## src/rtl/bnn_pixel_feeder.sv

```systemverilog
// bnn_pixel_feeder: binarizes a raster pixel stream into two ping-pong frame banks
// and serves each complete frame one bit per cycle over the rcv_req/rcv_ack port.
module bnn_pixel_feeder #(
  parameter int PIXEL_NUM = 784,
  parameter int PIX_W     = 8,
  parameter int THRESHOLD = 128
) (
  input  logic             clk,
  input  logic             rst,
  input  logic [PIX_W-1:0] pix_data,
  input  logic             pix_valid,
  input  logic             pix_sof,
  output logic             pix_ready,
  input  logic             rcv_req,
  output logic             rcv_ack,
  output logic             inputs,
  output logic             frame_drop,
  output logic             busy
);

  localparam int               IDX_W    = $clog2(PIXEL_NUM);
  localparam logic [IDX_W-1:0] LAST_IDX = IDX_W'(PIXEL_NUM - 1);

  typedef enum logic [1:0] {S_IDLE, S_GAP, S_SEND} send_state_t;

  send_state_t          state, state_nxt;
  logic [PIXEL_NUM-1:0] bank [2];
  logic [1:0]           full, full_nxt;
  logic                 wr_bank, rd_bank, rd_bank_nxt;
  logic [IDX_W-1:0]     wr_idx, wr_idx_nxt, wr_addr;
  logic [IDX_W-1:0]     rd_idx, rd_idx_nxt;
  logic                 xfer, resync, fill, pix_bit, rel_bank;
  logic                 rcv_ack_nxt, inputs_nxt;

  // ---------------------------------------------------------------- load side
  assign pix_ready = !full[wr_bank];
  assign xfer      = pix_valid && pix_ready;
  // An sof in mid-frame restarts the frame: the partial bank contents are simply
  // overwritten from index 0.
  assign resync    = xfer && pix_sof && (wr_idx != '0);
  assign fill      = xfer && !resync && (wr_idx == LAST_IDX);
  assign wr_addr   = resync ? '0 : wr_idx;
  assign pix_bit   = (pix_data >= PIX_W'(THRESHOLD));

  // NOTE: every always_comb output gets a default first, so no path infers a latch.
  always_comb begin
    wr_idx_nxt = wr_idx;
    if (resync)
      wr_idx_nxt = IDX_W'(1);
    else if (fill)
      wr_idx_nxt = '0;
    else if (xfer)
      wr_idx_nxt = wr_idx + IDX_W'(1);
  end

  // NOTE: frame storage has no reset; full[] alone says whether a bank holds data.
  always_ff @(posedge clk) begin
    if (xfer)
      bank[wr_bank][wr_addr] <= pix_bit;
  end

  // ---------------------------------------------------------------- send side
  // IDLE also sees a fill landing this cycle, so GAP starts right after the last
  // pixel and the first ack appears two cycles after it.
  always_comb begin
    state_nxt   = state;
    rd_idx_nxt  = rd_idx;
    rd_bank_nxt = rd_bank;
    rcv_ack_nxt = 1'b0;
    inputs_nxt  = 1'b0;
    rel_bank    = 1'b0;
    case (state)
      S_IDLE: begin
        if ((full[rd_bank] || (fill && (wr_bank == rd_bank))) && rcv_req)
          state_nxt = S_GAP;
      end
      S_GAP: begin
        state_nxt   = S_SEND;
        rd_idx_nxt  = '0;
        rcv_ack_nxt = 1'b1;
        inputs_nxt  = bank[rd_bank][0];
      end
      S_SEND: begin
        if (rd_idx == LAST_IDX) begin
          state_nxt   = S_IDLE;
          rel_bank    = 1'b1;
          rd_bank_nxt = !rd_bank;
        end else begin
          rd_idx_nxt  = rd_idx + IDX_W'(1);
          rcv_ack_nxt = 1'b1;
          inputs_nxt  = bank[rd_bank][rd_idx_nxt];
        end
      end
      default: state_nxt = S_IDLE;
    endcase
  end

  // Release is applied before fill, so a fill into the bank being released wins.
  always_comb begin
    full_nxt = full;
    if (rel_bank)
      full_nxt[rd_bank] = 1'b0;
    if (fill)
      full_nxt[wr_bank] = 1'b1;
  end

  // NOTE: sequential state uses non-blocking assignments only.
  always_ff @(posedge clk or posedge rst) begin
    if (rst) begin
      state      <= S_IDLE;
      full       <= '0;
      wr_bank    <= 1'b0;
      rd_bank    <= 1'b0;
      wr_idx     <= '0;
      rd_idx     <= '0;
      rcv_ack    <= 1'b0;
      inputs     <= 1'b0;
      frame_drop <= 1'b0;
    end else begin
      state      <= state_nxt;
      full       <= full_nxt;
      if (fill)
        wr_bank  <= !wr_bank;
      rd_bank    <= rd_bank_nxt;
      wr_idx     <= wr_idx_nxt;
      rd_idx     <= rd_idx_nxt;
      rcv_ack    <= rcv_ack_nxt;
      inputs     <= inputs_nxt;
      frame_drop <= resync;
    end
  end

  assign busy = (|full) || (state != S_IDLE);

endmodule
```

## config.mk

```make
export PLATFORM = sky130hd
export DESIGN_NAME = bnn_pixel_feeder
export DESIGN_NICKNAME = d
export VERILOG_FILES = /design/src/rtl/bnn_pixel_feeder.sv
export SDC_FILE = /design/constraint.sdc
export NUM_CORES = 2
export LEC_CHECK = 0
export CAP_MARGIN = 10
export CORE_MARGIN = 2
export CORE_UTILIZATION = 56
export CTS_CLUSTER_DIAMETER = 150
export DETAILED_ROUTE_END_ITERATION = 6
export PLACE_DENSITY = 0.72
export SLEW_MARGIN = 10
export SYNTH_ARGS = -nofsm -noshare
export SYNTH_HDL_FRONTEND = slang
export SYNTH_SLANG_ARGS = --single-unit
export TNS_END_PERCENT = 50
```

## constraint.sdc

```tcl
create_clock -name clk -period 5.7 [get_ports clk]
set_input_delay 0.855 -clock clk [delete_from_list [all_inputs] [get_ports clk]]
set_output_delay 0.855 -clock clk [all_outputs]
set_load 0.02 [all_outputs]
```

==> flow_summary.toml <==
[status]
status = "finished, final reports clean"

[power_and_ir_drop]
p_sw_share_pct = 19.7
combPwrFrac_pct = 0.7
pwr_density_cell_nw_per_um2 = 300
pwr-share-clk_pct = 43.0
power_switching_w = 0.00452
p_leak_nw = 21.8
internal_power_w = 0.0184
pwr-share-seq_pct = 56.2
peakVddDrop_mv = 0.308

[floorplanning]
die_h_um = 357
pin_count = 18
coreArea_um2 = 124000
start_util_pct = 56.5
rows = 129
die_area_um2 = 128000
die_w_um = 357

[clocking]
clkTransAtPathRegs_ns = 0.06
clk_latency_ns = 0.81
cts_setup_buffers = 0
cts_tree = "done"
clock-root-buffer = "clkbuf_16"
ctsHtreeMaxLevel = 4
cts_inserted_buffers = 160
hold_buffers = 0
cts_resized = 0
clockBufferDepth = 3
cts_sinks = 1597

[finish]
nNetsFinal = 4688
antenna_cells = 0
final_cell_mix = "nor2_1 (1604), edfxtp_1 (1568), mux4_2 (423), nand2_1 (187), clkbuf_16 (164)"
post_layout_nonfiller_instances = 6418
multi_input_comb_area_um2 = 20200
layout-drive-gt1-share_pct = 18.2
seq_area_um2 = 47800
n_fill_cell = 8972
layout_commonest_cell = "nor2_1"
fin_area_um2 = 76500
syn_to_final_growth_pct = 9.40

[yosys]
synth_area_um2 = 69900
synth_flop_cell = "edfxtp_1"
synth_enable_flop_cells = 1568
synth.distinct_cells = 75
synthArstFlopShare_pct = 1.82
ys_seq_area_share_pct = 68.4
syn-num-nets = 4804
synth_cells = 4785
avgSynthCellArea_um2 = 14.6
yosys_register_bits = 1597
yosys_warnings = 0

[setup_path]
arrival_ns = 5.34
cpMostUsedCell = "nand4_1"
worstPathMaxFanout = 62
criticalPathCategory = "flip-flop to flip-flop"
cp-end-kind = "flip-flop"
path_cells = "nand4_1, nor2_1, xor2_1, nand4_1, a311o_1, nor4_1, buf_4, o221ai_2"
cpMaxStageDelayCell = "dfrtp_4"
cp-start-kind = "flip-flop"
cp.required_ns = 6.36
max_stage_delay_ns = 1.13

[global_routing]
grt_first_pass_wirelength_um = 262000
grt_pass1_vias = 40700
grt_overflow = 0
grt_max_degree = 237
grt_usage_pct = 28.1
antenna_found_initial = 1

[place]
place_hpwl_um = 96100
post_dp_cell_area_um2 = 71700
gp_congestion = 0.926
port_buffers = 10
place_inst = 6144
dpl_worst_slack_ns = 0.911

[drt]
avgViaCountPerCell = 6.44
wl_per_cell_um = 27.4
first_iter_violations = 6141
wl_um = 176000
drt-pass1-iter-count = 6
vias = 41400
drc_errors = 0
ant_nets = 0

[flow_run]
maxCapViolations = 0

[timing]
rsz0062_at_grt = "false"
post-route-period-util_pct = 82.1
hold_violations = 0
slew_viol_final = 0
max_freq_ghz = 0.214
slew_headroom_pct = 10.2
tns_ns = 0
worst_slack_ns = 1.02
fin_crit_ns = 4.68
tightest_slew_ns = 1.34
setup_viol = 0
finClkSkew_ns = 0.0278

[min_path]
hold_class = "primary input to asynchronous set/reset pin"
cells by family (layout without fill, tap and decap cells):
logic type               after synthesis  after routing  share of synthesized area, %
XOR/XNOR                              14             14                         0.213
adder cells (fa/ha/maj)                6              6                         0.107
AO/OA/AOI/OAI                        171            171                          1.74
flip-flops                          1597           1597                          68.4
AND/OR/NAND/NOR                     2032           2032                          11.7
multiplexers                         501            501                          14.8
buffers and inverters                464            460                          3.14
final cells by class:
type,count,share of cell area (%)
clock buffers,206,5.57
clock inverters,68,0.695
inverters,22,0.108
multi-input cells,2724,26.5
flip-flops and latches,1597,62.5
well taps,1637,2.68
repair buffers,164,2.01
layer usage:
metal / vias to the layer above / track usage (%) / part of all wire, %
met1: 21500 / 38.7 / 38
met2: 2099 / 45.4 / 49
met3: 343 / 4.95 / 9.8
li1: 17400 / - / -
met4: 4 / 10.2 / 3.5
met5: - / 0 / 0.013
path summary, 6_finish.rpt:
check                                   to  slack, ns      start  cells after the start
worst min register to register    state[1]       0.54   state[1]                      1
worst max-delay path                inputs       1.02  rd_idx[0]                      8
min in group clk                  state[1]       0.54   state[1]                      1
worst max register to register      inputs       1.02  rd_idx[0]                      8
worst min-delay path            frame_drop       0.45        rst                      3
max in group asynchronous        rd_idx[0]       4.88        rst                      3
power groups by stage:
stage	sequential (W)	combinational, W	clock [W]
finish	0.0129	0.000167	0.00986
CTS	0.0129	0.000166	0.00997
detailed placement	0.0131	0.000165	0
floorplan	0.0132	0.0000889	0
global placement	0.0131	0.000157	0
global route	0.0129	0.000186	0.0104
synthesized netlist by cell type (10+ instances only):
| library cell | n | area [um^2] |
|---|---|---|
| a21oi_1 | 21 | 105 |
| a31oi_1 | 12 | 75.1 |
| a32oi_1 | 13 | 114 |
| and3_1 | 10 | 62.6 |
| buf_1 | 26 | 97.6 |
| buf_2 | 69 | 345 |
| buf_4 | 29 | 218 |
| buf_6 | 30 | 338 |
| clkbuf_1 | 285 | 1070 |
| dfrtp_1 | 29 | 726 |
| edfxtp_1 | 1568 | 47100 |
| inv_1 | 20 | 75.1 |
| mux2_2 | 13 | 146 |
| mux2i_1 | 65 | 651 |
| mux4_2 | 423 | 9530 |
| nand2_1 | 206 | 773 |
| nand3_1 | 86 | 430 |
| nand4_1 | 26 | 163 |
| nor2_1 | 1606 | 6030 |
| nor3_1 | 32 | 160 |
| o2111ai_1 | 12 | 105 |
| o21ai_0 | 37 | 185 |
state kept, by name, summed over array words and instances, names as in the netlist:
signal      cells
inputs          1
rd_bank         1
frame_drop      1
full            2
bank         1568
rcv_ack         1
wr_bank         1
wr_idx         10
state           2
rd_idx         10
metrics by stage:
step | hold WS (ns) | total power, W | util, %
after floorplan | 0.507 | 0.0133 | -
after global placement | 0.521 | 0.0133 | 57.9
after detailed placement | 0.525 | 0.0133 | 57.9
after CTS | 0.438 | 0.0230 | 61.8
after global routing | 0.493 | 0.0235 | 61.8
final | 0.446 | 0.0229 | 61.8
worst max-delay path, delay by kind of cell, from the launching register on:
family,cells,cell delay (ns)
AO/OA/AOI/OAI,2,0.59
XOR/XNOR,1,0.73
buffers and inverters,1,0.22
flip-flops,1,1.13
AND/OR/NAND/NOR,4,1.83
Note: power is estimated with default switching activity, not from simulation.
